--- config.mk ---
export PLATFORM = sky130hd
export DESIGN_NAME = umi_address_remap_cfg_flat
export DESIGN_NICKNAME = d
export VERILOG_FILES = /design/src/rtl/remap_cfg_pkg.sv /design/src/rtl/umi_pkg.sv /design/src/rtl/umi_address_remap_cfg_if.sv /design/src/rtl/umi_resp_buf.sv /design/src/rtl/umi_address_remap_cfg.sv /design/src/flat_wrapper.sv
export SDC_FILE = /design/constraint.sdc
export NUM_CORES = 1
export LEC_CHECK = 0
export BUFFER_PORTS_ARGS = -buffer_cell sky130_fd_sc_hd__clkbuf_2
export CAP_MARGIN = 5
export CORE_AREA = 3 3 397 399
export CTS_CLUSTER_SIZE = 28
export DETAILED_ROUTE_END_ITERATION = 10
export DIE_AREA = 0 0 400 402
export GPL_TIMING_DRIVEN = 0
export SLEW_MARGIN = 15
export SYNTH_ARGS = -nofsm -noshare
export SYNTH_HDL_FRONTEND = slang
export SYNTH_SLANG_ARGS = --single-unit
--- constraint.sdc ---
create_clock -name clk -period 32.5 [get_ports clk]
set_input_delay 4.875 -clock clk [delete_from_list [all_inputs] [get_ports clk]]
set_output_delay 4.875 -clock clk [all_outputs]
set_load 0.1 [all_outputs]
--- src/rtl/remap_cfg_pkg.sv ---
// Register byte offsets of the address remap configuration block.
package remap_cfg_pkg;

  localparam int REMAP_OLD_BASE = 'h00;
  localparam int REMAP_NEW_BASE = 'h40;
  localparam int REMAP_LOW      = 'h80;
  localparam int REMAP_HIGH     = 'h88;
  localparam int REMAP_OFFSET   = 'h90;

endpackage

--- src/rtl/umi_pkg.sv ---
// UMI protocol constants shared by device-side register blocks:
// opcodes, command field positions, error codes and response buffer states.
package umi_pkg;

  localparam logic [4:0] UMI_REQ_READ   = 5'h01;
  localparam logic [4:0] UMI_REQ_WRITE  = 5'h03;
  localparam logic [4:0] UMI_REQ_POSTED = 5'h05;
  localparam logic [4:0] UMI_RESP_READ  = 5'h02;
  localparam logic [4:0] UMI_RESP_WRITE = 5'h04;

  localparam int UMI_OP_LSB   = 0;
  localparam int UMI_OP_MSB   = 4;
  localparam int UMI_SIZE_LSB = 5;
  localparam int UMI_SIZE_MSB = 7;
  localparam int UMI_LEN_LSB  = 8;
  localparam int UMI_LEN_MSB  = 15;
  localparam int UMI_ERR_LSB  = 25;
  localparam int UMI_ERR_MSB  = 26;

  localparam logic [1:0] UMI_ERR_OK  = 2'b00;
  localparam logic [1:0] UMI_ERR_DEV = 2'b10;

  typedef enum logic {
    BUF_EMPTY = 1'b0,
    BUF_FULL  = 1'b1
  } resp_buf_state_e;

endpackage

--- src/rtl/umi_address_remap_cfg_if.sv ---
// UMI device port bundle: request channel in, response channel out.
interface umi_address_remap_cfg_if #(
  parameter int CW = 32,
  parameter int AW = 64,
  parameter int DW = 128
) ();

  logic          req_valid;
  logic [CW-1:0] req_cmd;
  logic [AW-1:0] req_dstaddr;
  logic [AW-1:0] req_srcaddr;
  logic [DW-1:0] req_data;
  logic          req_ready;
  logic          resp_valid;
  logic [CW-1:0] resp_cmd;
  logic [AW-1:0] resp_dstaddr;
  logic [AW-1:0] resp_srcaddr;
  logic [DW-1:0] resp_data;
  logic          resp_ready;

  modport master (
    output req_valid, req_cmd, req_dstaddr, req_srcaddr, req_data, resp_ready,
    input  req_ready, resp_valid, resp_cmd, resp_dstaddr, resp_srcaddr, resp_data
  );

  modport slave (
    input  req_valid, req_cmd, req_dstaddr, req_srcaddr, req_data, resp_ready,
    output req_ready, resp_valid, resp_cmd, resp_dstaddr, resp_srcaddr, resp_data
  );

endinterface

--- src/rtl/umi_resp_buf.sv ---
// One-entry registered UMI response holder; a new response may be loaded
// in the same cycle the held one is consumed, so throughput is one per cycle.
module umi_resp_buf
  import umi_pkg::*;
#(
  parameter int CW = 32,
  parameter int AW = 64,
  parameter int DW = 128
) (
  input  logic          clk,
  input  logic          reset,
  input  logic          load,
  input  logic [CW-1:0] in_cmd,
  input  logic [AW-1:0] in_dstaddr,
  input  logic [AW-1:0] in_srcaddr,
  input  logic [DW-1:0] in_data,
  output logic          in_ready,
  output logic          out_valid,
  output logic [CW-1:0] out_cmd,
  output logic [AW-1:0] out_dstaddr,
  output logic [AW-1:0] out_srcaddr,
  output logic [DW-1:0] out_data,
  input  logic          out_ready
);

  resp_buf_state_e state_q, state_d;

  always_ff @(posedge clk or posedge reset) begin
    if (reset) state_q <= BUF_EMPTY;
    else       state_q <= state_d;
  end

  always_comb begin
    state_d = state_q;
    case (state_q)
      BUF_EMPTY: if (load) state_d = BUF_FULL;
      BUF_FULL:  if (load) state_d = BUF_FULL;
                 else if (out_ready) state_d = BUF_EMPTY;
      default:   state_d = BUF_EMPTY;
    endcase
  end

  assign out_valid = (state_q == BUF_FULL);
  assign in_ready  = ~out_valid | out_ready;

  // load only happens when in_ready, so a held response is never overwritten
  always_ff @(posedge clk or posedge reset) begin
    if (reset) begin
      out_cmd     <= '0;
      out_dstaddr <= '0;
      out_srcaddr <= '0;
      out_data    <= '0;
    end else if (load) begin
      out_cmd     <= in_cmd;
      out_dstaddr <= in_dstaddr;
      out_srcaddr <= in_srcaddr;
      out_data    <= in_data;
    end
  end

endmodule

--- src/rtl/umi_address_remap_cfg.sv ---
// UMI register block holding the chip-ID remap pairs and the offset window
// that feed the address remap stage.
module umi_address_remap_cfg
  import umi_pkg::*;
  import remap_cfg_pkg::*;
#(
  parameter int CW    = 32,
  parameter int AW    = 64,
  parameter int DW    = 128,
  parameter int IDW   = 16,
  parameter int NMAPS = 8,
  parameter int RAW   = 8
) (
  input  logic                 clk,
  input  logic                 reset,
  umi_address_remap_cfg_if.slave udev,
  output logic [IDW*NMAPS-1:0] old_row_col_address,
  output logic [IDW*NMAPS-1:0] new_row_col_address,
  output logic [AW-1:0]        set_dstaddress_low,
  output logic [AW-1:0]        set_dstaddress_high,
  output logic [AW-1:0]        set_dstaddress_offset
);

  localparam logic [RAW-1:0] OFF_LOW    = RAW'(REMAP_LOW);
  localparam logic [RAW-1:0] OFF_HIGH   = RAW'(REMAP_HIGH);
  localparam logic [RAW-1:0] OFF_OFFSET = RAW'(REMAP_OFFSET);

  logic [4:0]     opcode;
  logic [2:0]     size;
  logic [7:0]     len;
  logic [RAW-1:0] off;
  logic           req_ready_int;
  logic           accept;
  logic           legal;
  logic           do_write;
  logic           has_resp;
  logic [1:0]     err;
  logic [CW-1:0]  rsp_cmd;
  logic [DW-1:0]  rd_data;
  logic [DW-1:0]  rsp_data;
  logic           unused_req;

  logic [IDW-1:0] old_q [NMAPS];
  logic [IDW-1:0] new_q [NMAPS];
  logic [AW-1:0]  low_q;
  logic [AW-1:0]  high_q;
  logic [AW-1:0]  offset_q;

  assign opcode = udev.req_cmd[UMI_OP_MSB:UMI_OP_LSB];
  assign size   = udev.req_cmd[UMI_SIZE_MSB:UMI_SIZE_LSB];
  assign len    = udev.req_cmd[UMI_LEN_MSB:UMI_LEN_LSB];
  assign off    = udev.req_dstaddr[RAW-1:0];

  // only single 8-byte aligned beats are legal register accesses
  assign legal    = (size == 3'd3) && (len == 8'd0) && (udev.req_dstaddr[2:0] == 3'b000);
  assign accept   = udev.req_valid & req_ready_int;
  assign do_write = accept & legal & ((opcode == UMI_REQ_WRITE) | (opcode == UMI_REQ_POSTED));
  assign has_resp = accept & ((opcode == UMI_REQ_READ) | (opcode == UMI_REQ_WRITE));
  assign udev.req_ready = req_ready_int;

  // unmapped offsets read back as zero
  always_comb begin
    rd_data = '0;
    for (int i = 0; i < NMAPS; i++) begin
      if (off == RAW'(REMAP_OLD_BASE + 8 * i)) rd_data[IDW-1:0] = old_q[i];
      if (off == RAW'(REMAP_NEW_BASE + 8 * i)) rd_data[IDW-1:0] = new_q[i];
    end
    if (off == OFF_LOW)    rd_data[AW-1:0] = low_q;
    if (off == OFF_HIGH)   rd_data[AW-1:0] = high_q;
    if (off == OFF_OFFSET) rd_data[AW-1:0] = offset_q;
  end

  always_ff @(posedge clk or posedge reset) begin
    if (reset) begin
      for (int i = 0; i < NMAPS; i++) begin
        old_q[i] <= '0;
        new_q[i] <= '0;
      end
      low_q    <= '1;
      high_q   <= '0;
      offset_q <= '0;
    end else if (do_write) begin
      for (int i = 0; i < NMAPS; i++) begin
        if (off == RAW'(REMAP_OLD_BASE + 8 * i)) old_q[i] <= udev.req_data[IDW-1:0];
        if (off == RAW'(REMAP_NEW_BASE + 8 * i)) new_q[i] <= udev.req_data[IDW-1:0];
      end
      if (off == OFF_LOW)    low_q    <= udev.req_data[AW-1:0];
      if (off == OFF_HIGH)   high_q   <= udev.req_data[AW-1:0];
      if (off == OFF_OFFSET) offset_q <= udev.req_data[AW-1:0];
    end
  end

  always_comb begin
    err     = legal ? UMI_ERR_OK : UMI_ERR_DEV;
    rsp_cmd = udev.req_cmd;
    rsp_cmd[UMI_OP_MSB:UMI_OP_LSB]   = (opcode == UMI_REQ_READ) ? UMI_RESP_READ : UMI_RESP_WRITE;
    rsp_cmd[UMI_ERR_MSB:UMI_ERR_LSB] = err;
    rsp_data = ((opcode == UMI_REQ_READ) && legal) ? rd_data : '0;
  end

  always_comb begin
    old_row_col_address = '0;
    new_row_col_address = '0;
    for (int i = 0; i < NMAPS; i++) begin
      old_row_col_address[IDW*i +: IDW] = old_q[i];
      new_row_col_address[IDW*i +: IDW] = new_q[i];
    end
  end

  assign set_dstaddress_low    = low_q;
  assign set_dstaddress_high   = high_q;
  assign set_dstaddress_offset = offset_q;

  assign unused_req = ^{udev.req_dstaddr, udev.req_data, udev.req_cmd};

  umi_resp_buf #(
    .CW (CW),
    .AW (AW),
    .DW (DW)
  ) u_resp_buf (
    .clk         (clk),
    .reset       (reset),
    .load        (has_resp),
    .in_cmd      (rsp_cmd),
    .in_dstaddr  (udev.req_srcaddr),
    .in_srcaddr  (udev.req_dstaddr),
    .in_data     (rsp_data),
    .in_ready    (req_ready_int),
    .out_valid   (udev.resp_valid),
    .out_cmd     (udev.resp_cmd),
    .out_dstaddr (udev.resp_dstaddr),
    .out_srcaddr (udev.resp_srcaddr),
    .out_data    (udev.resp_data),
    .out_ready   (udev.resp_ready)
  );

endmodule

--- src/flat_wrapper.sv ---
// flat-port wrapper written by rule: the top's interface ports become plain ports
module umi_address_remap_cfg_flat import umi_pkg::*; import remap_cfg_pkg::*;
#(
  parameter int CW    = 32,
  parameter int AW    = 64,
  parameter int DW    = 128,
  parameter int IDW   = 16,
  parameter int NMAPS = 8,
  parameter int RAW   = 8
)
  (clk, reset, old_row_col_address, new_row_col_address, set_dstaddress_low, set_dstaddress_high, set_dstaddress_offset, udev_req_valid, udev_req_cmd, udev_req_dstaddr, udev_req_srcaddr, udev_req_data, udev_resp_ready, udev_req_ready, udev_resp_valid, udev_resp_cmd, udev_resp_dstaddr, udev_resp_srcaddr, udev_resp_data);
  umi_address_remap_cfg_if #(.CW(CW), .AW(AW), .DW(DW)) udev_i ();
  input  logic clk;
  input  logic reset;
  output logic [IDW*NMAPS-1:0] old_row_col_address;
  output logic [IDW*NMAPS-1:0] new_row_col_address;
  output logic [AW-1:0] set_dstaddress_low;
  output logic [AW-1:0] set_dstaddress_high;
  output logic [AW-1:0] set_dstaddress_offset;
  input wire logic [$bits(udev_i.req_valid)-1:0] udev_req_valid;
  input wire logic [$bits(udev_i.req_cmd)-1:0] udev_req_cmd;
  input wire logic [$bits(udev_i.req_dstaddr)-1:0] udev_req_dstaddr;
  input wire logic [$bits(udev_i.req_srcaddr)-1:0] udev_req_srcaddr;
  input wire logic [$bits(udev_i.req_data)-1:0] udev_req_data;
  input wire logic [$bits(udev_i.resp_ready)-1:0] udev_resp_ready;
  output wire logic [$bits(udev_i.req_ready)-1:0] udev_req_ready;
  output wire logic [$bits(udev_i.resp_valid)-1:0] udev_resp_valid;
  output wire logic [$bits(udev_i.resp_cmd)-1:0] udev_resp_cmd;
  output wire logic [$bits(udev_i.resp_dstaddr)-1:0] udev_resp_dstaddr;
  output wire logic [$bits(udev_i.resp_srcaddr)-1:0] udev_resp_srcaddr;
  output wire logic [$bits(udev_i.resp_data)-1:0] udev_resp_data;
  assign udev_i.req_valid = udev_req_valid;
  assign udev_i.req_cmd = udev_req_cmd;
  assign udev_i.req_dstaddr = udev_req_dstaddr;
  assign udev_i.req_srcaddr = udev_req_srcaddr;
  assign udev_i.req_data = udev_req_data;
  assign udev_i.resp_ready = udev_resp_ready;
  assign udev_req_ready = udev_i.req_ready;
  assign udev_resp_valid = udev_i.resp_valid;
  assign udev_resp_cmd = udev_i.resp_cmd;
  assign udev_resp_dstaddr = udev_i.resp_dstaddr;
  assign udev_resp_srcaddr = udev_i.resp_srcaddr;
  assign udev_resp_data = udev_i.resp_data;
  umi_address_remap_cfg #(.CW(CW), .AW(AW), .DW(DW), .IDW(IDW), .NMAPS(NMAPS), .RAW(RAW)) u_core (.clk(clk), .reset(reset), .udev(udev_i), .old_row_col_address(old_row_col_address), .new_row_col_address(new_row_col_address), .set_dstaddress_low(set_dstaddress_low), .set_dstaddress_high(set_dstaddress_high), .set_dstaddress_offset(set_dstaddress_offset));
endmodule
## After elaboration in Yosys (flattened, before gate mapping)

Index checks and enable logic that the tools add are counted.
Widths: inputs -> output; s select.

- Register bits: 737
- Latch bits: 0
- RAM bits: 0
- Bits in read-only memories: 0
- Input bits: 292
- Output and inout port bits: 738
- Logic and storage cells: 105
- Memories: 0

- Add/sub/neg operators: 0
- $mul: 0
- Div/mod/pow operators: 0
- Magnitude comparators: 0
- Eq/ne operators: 22
- Shift operators: 0
- Mux-type cells: 26
- Bitwise logic cells: 8
- Reductions and logical operators: 25

Operator list:

| kind | count |
|---|---|
| $mux 16 | 16 |
| $mux 64 | 4 |
| $eq 8x7->1 const B | 8 |
| $reduce_and 2->1 | 19 |
| $eq 8x6->1 const B | 4 |
| $eq 8x8->1 const B | 3 |
| $eq 8x5->1 const B | 2 |
| $logic_not 8->1 | 2 |
| $eq 8x4->1 const B | 1 |
| $eq 5x1->1 const B | 1 |
| $eq 5x2->1 const B | 1 |
| $eq 5x3->1 const B | 1 |
| $and 1x1->1 | 4 |
| $eq 3x2->1 const B | 1 |
| $logic_and 1x1->1 | 3 |
| $logic_not 3->1 | 1 |
| $mux 1 | 3 |
| $mux 3 | 1 |
| $or 1x1->1 | 3 |
| $mux 2 | 1 |
| $pmux 1 s2 | 1 |
| $not 1->1 | 1 |

## Depth between registers and ports, before layout

- Depth after elaboration: 21
- Gate-level depth with buffers: 10
- Mapped depth without buffers: 6

## Hierarchy

From an unflattened synthesis, not the netlist that was laid out.

- Cell total of the unflattened synthesis: 2,262
- Area total of the unflattened synthesis: 32,831.5 µm²

Modules (own cells, without submodules):

| module | times used | cells an instance | area each (µm²) | sequential area each (µm²) |
|---|---|---|---|---|
| umi_address_remap_cfg | 1 | 1,650 | 21,272.9 | 11,290.8 |
| umi_resp_buf | 1 | 612 | 11,558.6 | 7,231.9 |

## Worst setup path after synthesis

OpenSTA, ideal clock, no wires.

- Path kind: in2out
- From: input udev_resp_ready
- To: output udev_req_ready
- Data arrival time: 5.533 ns
- Data required time: 27.625 ns
- Setup slack: 22.092 ns
- Stages on the path: 2
- Buffers on the path: 0
- Cell sequence: nor2b_1 > inv_1

- Cells in the longest elaborated chain, start to end: 1

Ends and longest elaborated chain:

| what | line | text |
|---|---|---|
| start: declaration | flat_wrapper.sv:25 | `input wire logic [$bits(udev_i.resp_ready)-1:0] udev_resp_ready;` |
| $or 1x1->1 | umi_resp_buf.sv:44 | `assign in_ready = ~out_valid \| out_ready;` |
| end: declaration | flat_wrapper.sv:26 | `output wire logic [$bits(udev_i.req_ready)-1:0] udev_req_ready;` |

Every way passes these cells.

## Final worst setup path

Same ends and word-level chain as after synthesis.

==> reports/metrics.cfg <==
[timing]
maxSlewHeadroom = 0.1517
finalCritPeriodShare = 0.3266
worstMarginPinSlew_ps = 1272
final.setup_skew_ps = 32.55
setup_violations = 0
hold_viol_final = 0
fmax_mhz = 94.21
rsz0062_at_grt = no
period_needed_ps = 10610
fin_tns_setup_ps = 0
drv_slew = 0

[global_routing]
grt_start_max_net_pins = 106
grt_overflow_total = 0
grt_pass1_wl_um = 213200
grtUsageTotal = 0.1901
antenna_found_initial = 18
grt_pass1_vias = 25780

[cts]
clk_pin_slew_ps = 50
post_cts_buffers = 0
cts_max_level = 3
cts_buffers = 81
insertion_delay_ps = 680
cts_root_buf = clkbuf_16
cts.sinks = 669
clk_path_buf_depth = 3
ctsHoldBuffers = 0
post_cts_resized = 0
cts_tree = yes

[worst_setup_path]
path_class = input pin to primary output
cp_cell_sequence = clkbuf_2 > nor2b_1 > inv_1 > clkbuf_2
cp-end-kind = primary output
required_ps = 27620
crit_path_max_fanout = 4
cpMaxStageDelayCell = clkbuf_2
reg2reg_depth = 8
cp-startpoint = udev_resp_ready
critPathMostFrequentCell = clkbuf_2
critical_path.top_delay_family = buffers and inverters
worst-path-buf-inv = 3
cp-endpoint = udev_req_ready
crit_arrival_ps = 5740
crit_cells = 4
critPathMaxStageDelay_ps = 400
r2r-start = u_core.u_resp_buf.out_valid
r2r_end = u_core.u_resp_buf.out_dstaddr[2]
reg2reg_slack_ps = 28830
startpoint_type = input pin

[synthesis]
syn_avg_cell_area_um2 = 11.59
yosysTopAreaCellShare = 0.5121
synth_top_area_cell = dfrtp_1
seq_area_frac_synth = 0.5690
synth_edf_count = 0
synth_warnings = 0
synth.distinct_cells = 76
async_reset_ff_frac = 1.000
synth_area_mm2 = 0.02956
synthCells = 2550
ys_seq_elements = 669
yosys-top-cells-area = dfrtp_1 51%, mux2_2 15%, nand2_1 7.0%
synthFlopType = dfrtp_1

[detailed_routing]
route.vias.total = 26170
drt_iter0_drc = 2665
via_per_inst = 4.585
totalWireLength_um = 159200
drt-pass1-iter-count = 6
route.detailed.drc = 0
antenna_left = 0
wl_per_cell_um = 27.89

[run]
maxCapViolCount = 0

[power]
power_density_mw_per_mm2 = 58.43
p_leak_nw = 20.34
ir_drop_uv = 44.64
total_power_w = 0.002327

[final_layout]
register_area_mm2 = 0.01682
fin_nets = 3882
multiInputGateArea_mm2 = 0.01158
syn2layout_area_growth_pct = 34.71
nFillCells = 16460
layout-drive-gt1-share = 0.4580

[die]
fp.dieH_um = 402
die_w_um = 400
rows = 144
dieArea_mm2 = 0.1608
core_area_mm2 = 0.1542
start_util = 0.1917
io_pins = 1030

[outcome]
status = completed

[min_path]
hold_class = flip-flop to flip-flop
min_from = u_core.u_resp_buf.out_dstaddr[29]
min_delay_path_depth = 2

[placed_design]
portBuffers = 874
place_hpwl_um = 127300
gp_congestion = 0.9669

-- logic make-up after synthesis --
logic type      share of synthesized area
simple gates                       0.1188
flops                              0.5690
buf+inv                           0.04956
compound gates                    0.09121
other cells                     0.0001269
mux                                0.1710
xor+xnor                        0.0002963
-- worst min path at each step --
stage	to
global route	u_core.u_resp_buf.out_dstaddr[43]
finish	u_core.u_resp_buf.out_dstaddr[29]
CTS	u_core.u_resp_buf.out_dstaddr[29]
global placement	u_core.u_resp_buf.out_dstaddr[18]
floorplan	u_core.u_resp_buf.out_data[17]
detailed placement	u_core.u_resp_buf.out_dstaddr[29]
-- cell usage in the layout, fill, tap and decap left out, types with 21 or more instances in the layout --
cell type	instances
clkbuf_16	84
buf_1	29
o21ai_0	63
buf_4	97
clkbuf_2	883
nand3_1	52
dfrtp_1	605
dfstp_2	64
clkbuf_1	114
mux2_2	401
a22oi_1	37
nand2_1	555
conb_1	68
o221ai_1	21
mux2_1	48
a21oi_1	87
a22o_1	52
nor2_1	38
buf_2	33
o21ai_1	23
-- power by group --
part / switching, W / internal, W
sequential: 0.0000253 / 0.000873
clock: 0.000386 / 0.000544
combinational: 0.000437 / 0.0000618
-- state kept, by name (all words and copies together), names as in the netlist --
signal                         flops
u_core.new_row_col_address       128
u_core.old_row_col_address       128
u_core.set_dstaddress_high        64
u_core.set_dstaddress_low         64
u_core.set_dstaddress_offset      64
u_core.u_resp_buf.out_cmd         28
u_core.u_resp_buf.out_data        64
u_core.u_resp_buf.out_dstaddr     64
u_core.u_resp_buf.out_srcaddr     64
u_core.u_resp_buf.out_valid        1
-- synth_stat cells (all sizes together), types with 6 or more instances --
| cell | instances |
|---|---|
| dfrtp | 605 |
| nand2 | 557 |
| mux2 | 449 |
| buf | 164 |
| clkbuf | 99 |
| a21oi | 87 |
| o21ai | 87 |
| dfstp | 64 |
| a22o | 52 |
| nand3 | 52 |
| nor2 | 52 |
| a22oi | 37 |
| nor3 | 31 |
| o221ai | 21 |
| o22ai | 17 |
| nor2b | 15 |
| a221oi | 14 |
| a32oi | 11 |
| nand2b | 11 |
| a2bb2oi | 10 |
| o211ai | 10 |
| nand3b | 9 |
| a2111oi | 7 |
| and3 | 7 |
| nand4 | 7 |
| a21boi | 6 |
| a31o | 6 |
-- worst min-delay path: stages (launching register included) --
cell     delay [ps]
dfrtp_1         330
nand2_1          50
nand2_1          50
-- cell type report --
type	count	area share
repair buffers	890	0.1169
diodes	8	0.0005027
well taps	2044	0.06422
inverters	5	0.0006598
flip-flops and latches	669	0.4224
plain buffers	263	0.03657
multi-input cells	1680	0.2909
clock inverters	25	0.007572
clock buffers	123	0.06023
-- per-layer routing --
metal / up-vias / GRT usage / share of wire
met5: - / 0 / 0.00013
met4: 2 / 0.07162 / 0.038
met3: 262 / 0.06831 / 0.11
met2: 1535 / 0.2892 / 0.44
met1: 13440 / 0.2457 / 0.41
li1: 10930 / - / -
-- stage by stage --
step | cells | area, um2 | hold WS, ps | util | setup slack (ps)
3_3_place_gp | 5535 | 36750 | 458.9 | 0.2383 | 1045
5_1_grt | 5701 | 39810 | 488.7 | 0.2581 | 21850
4_1_cts | 5699 | 39800 | 474.9 | 0.2581 | 21890
6_report | 5707 | 39820 | 471.1 | 0.2582 | 21890
3_5_place_dp | 5551 | 37100 | 461.1 | 0.2406 | 21900
2_1_floorplan | 2617 | 29810 | 809.5 | - | 8980
No activity file was read; power rests on OpenSTA's default activity.
